**config.mk**
```make
export PLATFORM = sky130hd
export DESIGN_NAME = inst_fetch
export DESIGN_NICKNAME = d
export VERILOG_FILES = /design/src/rtl/inst_fetch.sv
export SDC_FILE = /design/constraint.sdc
export NUM_CORES = 1
export LEC_CHECK = 0
export ABC_AREA = 1
export BUFFER_PORTS_ARGS = -buffer_cell sky130_fd_sc_hd__buf_2
export CAP_MARGIN = 40
export CORE_MARGIN = 5
export CORE_UTILIZATION = 60
export DETAILED_ROUTE_END_ITERATION = 8
export GPL_TIMING_DRIVEN = 0
export PLACE_DENSITY = 0.83
export REMOVE_ABC_BUFFERS = 1
export SYNTH_ARGS = -nofsm -noshare
export SYNTH_HDL_FRONTEND = slang
export SYNTH_SLANG_ARGS = --single-unit
export TNS_END_PERCENT = 1
```
**constraint.sdc**
```tcl
create_clock -name clock_i -period 4.3 [get_ports clock_i]
set_clock_uncertainty 0.15 [all_clocks]
set_input_delay 0.86 -clock clock_i [delete_from_list [all_inputs] [get_ports clock_i]]
set_output_delay 0.86 -clock clock_i [all_outputs]
set_load 0.005 [all_outputs]
```
**src/rtl/inst_fetch.sv**
```systemverilog
// inst_fetch: pipelined instruction fetch with one-cycle memory latency and a 2-entry output FIFO.
// Ports:
//   clock_i          rising-edge clock
//   reset_n_i        asynchronous active-low reset
//   fetch_en_i       allow new fetch requests
//   redirect_valid_i flush and restart fetch at redirect_pc_i
//   redirect_pc_i    redirect byte address (bits [1:0] ignored)
//   mem_address_o    word address to instruction memory (fetch_pc[11:2])
//   mem_q_i          memory data for the address sampled on the previous edge
//   out_valid_o      FIFO head valid
//   out_ready_i      decode accepts the head
//   out_inst_o       head instruction word
//   out_pc_o         head byte address
module inst_fetch #(
    parameter logic [31:0] RESET_PC = 32'h0000_0000
) (
    input  logic        clock_i,
    input  logic        reset_n_i,
    input  logic        fetch_en_i,
    input  logic        redirect_valid_i,
    input  logic [31:0] redirect_pc_i,
    output logic [9:0]  mem_address_o,
    input  logic [31:0] mem_q_i,
    output logic        out_valid_o,
    input  logic        out_ready_i,
    output logic [31:0] out_inst_o,
    output logic [31:0] out_pc_o
);
    logic [31:0]      fetch_pc_q, fetch_pc_d;
    logic             inflight_q, inflight_d;
    logic [31:0]      inflight_pc_q, inflight_pc_d;
    logic [1:0][31:0] inst_q, inst_d;
    logic [1:0][31:0] pc_q, pc_d;
    logic [1:0]       count_q, count_d;
    logic             pop, push, issue_en, slot;

    assign mem_address_o = fetch_pc_q[11:2];
    assign out_valid_o   = count_q != 2'd0;
    assign out_inst_o    = inst_q[0];
    assign out_pc_o      = pc_q[0];
    assign pop           = out_valid_o & out_ready_i;
    assign push          = inflight_q;
    // Issue only when the returning word is guaranteed a FIFO slot.
    assign issue_en      = fetch_en_i & ~redirect_valid_i &
                           (((count_q + {1'b0, inflight_q}) < 2'd2) | pop);
    // Entry 0 is the head; a push lands behind whatever survives the pop.
    assign slot          = (count_q == 2'd1) & ~pop;

    always_comb begin
        fetch_pc_d    = fetch_pc_q;
        inflight_d    = 1'b0;
        inflight_pc_d = inflight_pc_q;
        inst_d        = inst_q;
        pc_d          = pc_q;
        count_d       = count_q;
        if (redirect_valid_i) begin
            fetch_pc_d = {redirect_pc_i[31:2], 2'b00};
            count_d    = 2'd0;
        end else begin
            if (issue_en) begin
                inflight_d    = 1'b1;
                inflight_pc_d = fetch_pc_q;
                fetch_pc_d    = fetch_pc_q + 32'd4;
            end
            if (pop) begin
                inst_d[0] = inst_q[1];
                pc_d[0]   = pc_q[1];
            end
            if (push) begin
                inst_d[slot] = mem_q_i;
                pc_d[slot]   = inflight_pc_q;
            end
            count_d = count_q + {1'b0, push} - {1'b0, pop};
        end
    end

    always_ff @(posedge clock_i or negedge reset_n_i) begin
        if (!reset_n_i) begin
            fetch_pc_q    <= RESET_PC;
            inflight_q    <= 1'b0;
            inflight_pc_q <= 32'd0;
            inst_q        <= '0;
            pc_q          <= '0;
            count_q       <= 2'd0;
        end else begin
            fetch_pc_q    <= fetch_pc_d;
            inflight_q    <= inflight_d;
            inflight_pc_q <= inflight_pc_d;
            inst_q        <= inst_d;
            pc_q          <= pc_d;
            count_q       <= count_d;
        end
    end
endmodule

```
* Word level (Yosys, flattened, before mapping) *
Index checks and enable logic that the tools add are counted.

operators by class
  $add $sub $neg = 3
  order comparisons = 3
  equal/unequal tests = 1
  mux-type cells = 15
  bitwise operators = 7
  reduce and logical (&&, ||, !) cells = 5

operators by type and width
  kind                                                                          number
  32-bit two-way mux                                                            9
  64-bit bitwise mux                                                            2
  32-bit by 3-bit adder with 32-bit output, second input constant               1
  32-bit demux with 1-bit select                                                1
  1-bit bitwise AND                                                             4
  2-bit AND reduction                                                           2
  2-bit nonzero test                                                            2
  2-bit by 1-bit adder with 2-bit output                                        1
  2-bit by 1-bit equality test with 1-bit output, second input constant         1
  1-bit by 2-bit less-than comparator with 1-bit output, second input constant  1
  2-bit less-than comparator, second input constant                             1
  1-bit two-way mux                                                             2
  2-bit two-way mux                                                             1
  1-bit NOT                                                                     2
  2-bit by 1-bit subtractor with 2-bit output                                   1
  1-bit >= comparator, second input constant                                    1
  1-bit logical AND                                                             1
  1-bit bitwise OR                                                              1

word-level totals
  bits in registers = 195
  bits of input ports = 69
  logic and storage cells = 42

* Logic depth before layout (Yosys ltp) *
  depth in word-level cells = 10
  gate-level depth with buffers = 11
  mapped depth without buffers = 9

* Least setup slack after synthesis *
Ideal clock, no wire load.

  path kind = input to register
  start point = input port redirect_valid_i
  end point = register inst_q, in the netlist out_inst_o[10]
  setup time = 113 ps
  data arrival time = 1773 ps
  required time = 4037 ps
  path slack = 2264 ps
  cell stages on the path = 7
  path buffers = 3
  path through = buf_2 inv_1 buf_2 clkbuf_1 o211ai_1 nand2_1 inv_1

RTL lines
  element               line  source
  from (decl)           20    input logic redirect_valid_i,
  to (signal assigned)  89    inst_q <= inst_d;
  to (decl)             32    logic [1:0][31:0] inst_q, inst_d;

* Final worst setup path *
  start point = input port redirect_valid_i
  end point = register inst_q[37] (netlist name)

on the way
  word-level cells in the longest chain between the ends = 2

RTL lines
  element
  1-bit NOT (no line)
  2-bit AND reduction (no line)

No other way between the ends.
A chain may end at the register's enable or synchronous reset.

==> reports/summary.txt <==
STA
----------------------------------------------------------------------------------
Final period util                                                            0.665
Final Hold Vio Count                                                             0
Max Fclk                                                                 0.350 GHz
Hold_ws                                                                   0.272 ns
Worst slew margin                                                            0.441
Slew of the pin with the lowest slew margin                               0.835 ns
Setup WS post-layout                                                       1.44 ns
RSZ-0062 raised after global routing                                            no
Minimum period implied by the final worst setup slack                      2.86 ns
Final setup violation count                                                      0
Final total negative setup slack                                              0 ns
Slew Viols, Final                                                                0

SYNTH
----------------------------------------------------------------------------------
Ranking of synthesized cells by area                                  dfrtp_1 48%, nand2_1 14%, inv_1 9.2%
Number of synthesized flops with an enable pin                                   0
Average cell area after synthesis                                         7.60 µm²
Most frequent cell after synthesis                                         nand2_1
Share of the yosys chip area belonging to registers                          0.477
Post-Synthesis Cell Area                                               0.00992 mm²
Share of Yosys cell area claimed by the top area cell type                   0.477
#FFs+latches synth                                                             189
Primary flip-flop cell chosen by synthesis mapping                         dfrtp_1
Total of warnings raised by yosys                                                0
Number of distinct library cells after synthesis                                22
Cells after Synth                                                             1305
Synth top cells by count                                              364 x nand2_1, 242 x inv_1, 189 x dfrtp_1, 166 x o21ai_0, 77 x buf_4
Biggest area consumer among synthesized cells                              dfrtp_1
Async set or reset register ratio after synthesis                             1.00

FLOORPLANNING
----------------------------------------------------------------------------------
Number of rows in the core area                                                 47
Die height                                                                  139 µm
Core Region                                                             0.0164 mm²
DIE AREA                                                                0.0192 mm²
Initial Util                                                                 0.605
Die Width                                                                   139 µm
Number of I/O pins                                                             144

ROUTE
----------------------------------------------------------------------------------
Routed via count                                                              7928
Initial drt markers                                                            612
Per-cell via count in the routed design                                       5.04
First-pass detailed-route iteration total                                        5
Post-detailed-route DRC marker count                                             0
Remaining number of nets flagged by the antenna check after routing              0
Post-detailed-routing wire length                                         21300 µm
WL per Instance                                                            13.5 µm

CLOCKING
----------------------------------------------------------------------------------
CTS tree                                                                      done
Clk sinks                                                                      189
Deepest clock path buffer count                                                  2
Hold-fix buffers at CTS                                                          0
Clock Latency Late Sink                                                    0.43 ns
Clock H-tree levels                                                              4
Number of CTS-inserted buffers                                                  17
Post-CTS resize count                                                            0
Clk slew on worst S/H paths                                                0.07 ns
Clock tree root buffer cell                                              clkbuf_16
Number of buffers added for setup after CTS                                      0

PWR
----------------------------------------------------------------------------------
Cell internal power dissipation                                            4.10 mW
Clock share of power                                                         0.224
Lkg Pwr                                                                    6.02 nW
Pwr per Cell Area                                                       592 mW/mm²
Total Power Consumption                                                    6.41 mW
Max rail drop VDD                                                         0.336 mV
Switching power summed over all nets                                       2.31 mW
Sw frac                                                                      0.360
Logic gate share of total power                                              0.333
Sequential Power Share                                                       0.443

OUTCOME
----------------------------------------------------------------------------------
Result of the run                                                     finished clean

CELLS AND AREA
----------------------------------------------------------------------------------
Layout cells sized above 1                                                   0.144
Area growth from synthesis to layout                                         9.30%
Fraction of the core area covered by cells at the end of the flow            0.661
Fillers                                                                       1380
Final net count                                                               1412
Ant. Diodes                                                                      0

PLACE
----------------------------------------------------------------------------------
Half-perimeter wire length after placement                                14300 µm
Worst setup slack before clock tree synthesis                              1.04 ns
Routability congestion estimate                                              0.882
Buffers added on ports                                                         141

CRITICAL PATH
----------------------------------------------------------------------------------
Worst Reg-to-Reg Cells                                                           8
Maximum fanout encountered on the critical timing path                          45
Critical path type                                                    primary input to register
Worst setup EP type                                                       register
Most common cell type on the critical path                                   buf_8
Critical path's largest stage delay                                        0.52 ns
Required time worst endpoint                                               4.49 ns
Setup crit start kind                                                 primary input
Capture instance of the worst register-to-register path               fetch_pc_q[18]
Startpoint of the worst register-to-register path                       inflight_q
Critical-path cell list                                               buf_2 > inv_4 > nand3b_1 > buf_8 > buf_8 > buf_8 > nand2_1 > o21ai_0
R2r setup slk                                                              1.69 ns
Crit path arrival time                                                     3.05 ns
Critical-path cell with the highest stage delay                              buf_2

GRT
----------------------------------------------------------------------------------
Combined global-route utilization of all metal layers                        0.229
Global-route wire length before repair                                    36900 µm
Via count of the first global-routing pass                                    7771
Residual overflow from global routing                                            0
Antenna violations before repair                                                 0
Largest net degree at the start of global routing                              102

WORST HOLD PATH
----------------------------------------------------------------------------------
Type of the most critical hold path                                   primary input to async pin

RUN
----------------------------------------------------------------------------------
Number of max-cap violations                                                     0

## kinds of logic (layout without fill, tap and decap cells)
| logic type | Yosys count | count (layout) | synth area share |
|---|---|---|---|
| buffers and inverters | 385 | 432 | 0.183 |
| and+or+nand+nor | 489 | 489 | 0.196 |
| xor gates and xnor gates | 8 | 8 | 0.00706 |
| DFF | 189 | 189 | 0.477 |
| AOI/OAI and AO/OA | 231 | 231 | 0.133 |
| adders and majority gates | 3 | 3 | 0.00378 |
## metal layers
layer | vias to the layer above | track usage | wire length, µm | part of all wire
met5 | - | 0 | 0 | 0
met4 | 0 | 0.0650 | 318 | 0.015
met3 | 30 | 0.0459 | 1180 | 0.056
met2 | 238 | 0.378 | 10300 | 0.48
met1 | 3639 | 0.310 | 9500 | 0.45
li1 | 4021 | - | - | -
## layout by cell type (no fill, tap or decap), types with 4 or more instances in the layout
| master | Yosys | final |
|---|---|---|
| buf_8 | 0 | 6 |
| xor2_1 | 5 | 5 |
| dfrtp_1 | 189 | 189 |
| nor2_1 | 44 | 44 |
| nand2_1 | 364 | 362 |
| buf_16 | 0 | 5 |
| o21ai_0 | 166 | 166 |
| clkinv_2 | 0 | 4 |
| clkbuf_16 | 0 | 17 |
| nand3_1 | 74 | 74 |
| inv_2 | 5 | 5 |
| o211ai_1 | 62 | 62 |
| inv_1 | 242 | 241 |
| buf_2 | 25 | 140 |
## sequential cells by signal, summed over array words and instances, names as in the netlist
name and cells:
count_q 2, pc_q 30, inflight_pc_q 30, inflight_q 1, out_inst_o 32, out_pc_o 32, fetch_pc_q 30, inst_q 32
## worst max path at each step
stage                                start         end  cells after the start
after floorplan           redirect_valid_i  inst_q[32]                      3
after global routing      redirect_valid_i  inst_q[45]                      8
after CTS                 redirect_valid_i  inst_q[45]                      8
after global placement    redirect_valid_i  inst_q[43]                      4
after detailed placement  redirect_valid_i  inst_q[54]                      7
final                     redirect_valid_i  inst_q[37]                      8
## layout make-up
| cell class | instances | area, µm² | area share |
|---|---|---|---|
| Multi-Input combinational cell | 731 | 3390 | 0.313 |
| Tap cell | 220 | 275 | 0.0254 |
| Clock inverter | 10 | 68.8 | 0.00635 |
| Inverter | 247 | 930 | 0.0858 |
| Clock buffer | 21 | 460 | 0.0425 |
| Sequential cell | 189 | 4730 | 0.436 |
| Timing Repair Buffer | 154 | 988 | 0.0912 |
## through the flow
stage,instance area [µm²],cells
detailed placement,10300,1541
CTS,10800,1572
global route,10800,1572
finish,10800,1572
global placement,10000,1528
floorplan,9030,1167
## power by group through the flow
stage / Sequential [mW] / Clock (mW) / Combinational [mW]
floorplan: 2.84 / 0 / 1.29
global placement: 2.83 / 0 / 2.00
detailed placement: 2.87 / 0 / 2.14
CTS: 2.85 / 1.47 / 2.16
global route: 2.94 / 1.53 / 2.51
finish: 2.84 / 1.43 / 2.14
## worst max-delay path, delay by kind of cell
family,cells,cell delay [ns]
AND/OR/NAND/NOR,2,0.52
AO/OA/AOI/OAI,1,0.08
buffers and inverters,5,1.53
No activity file was read; power rests on OpenSTA's default activity.
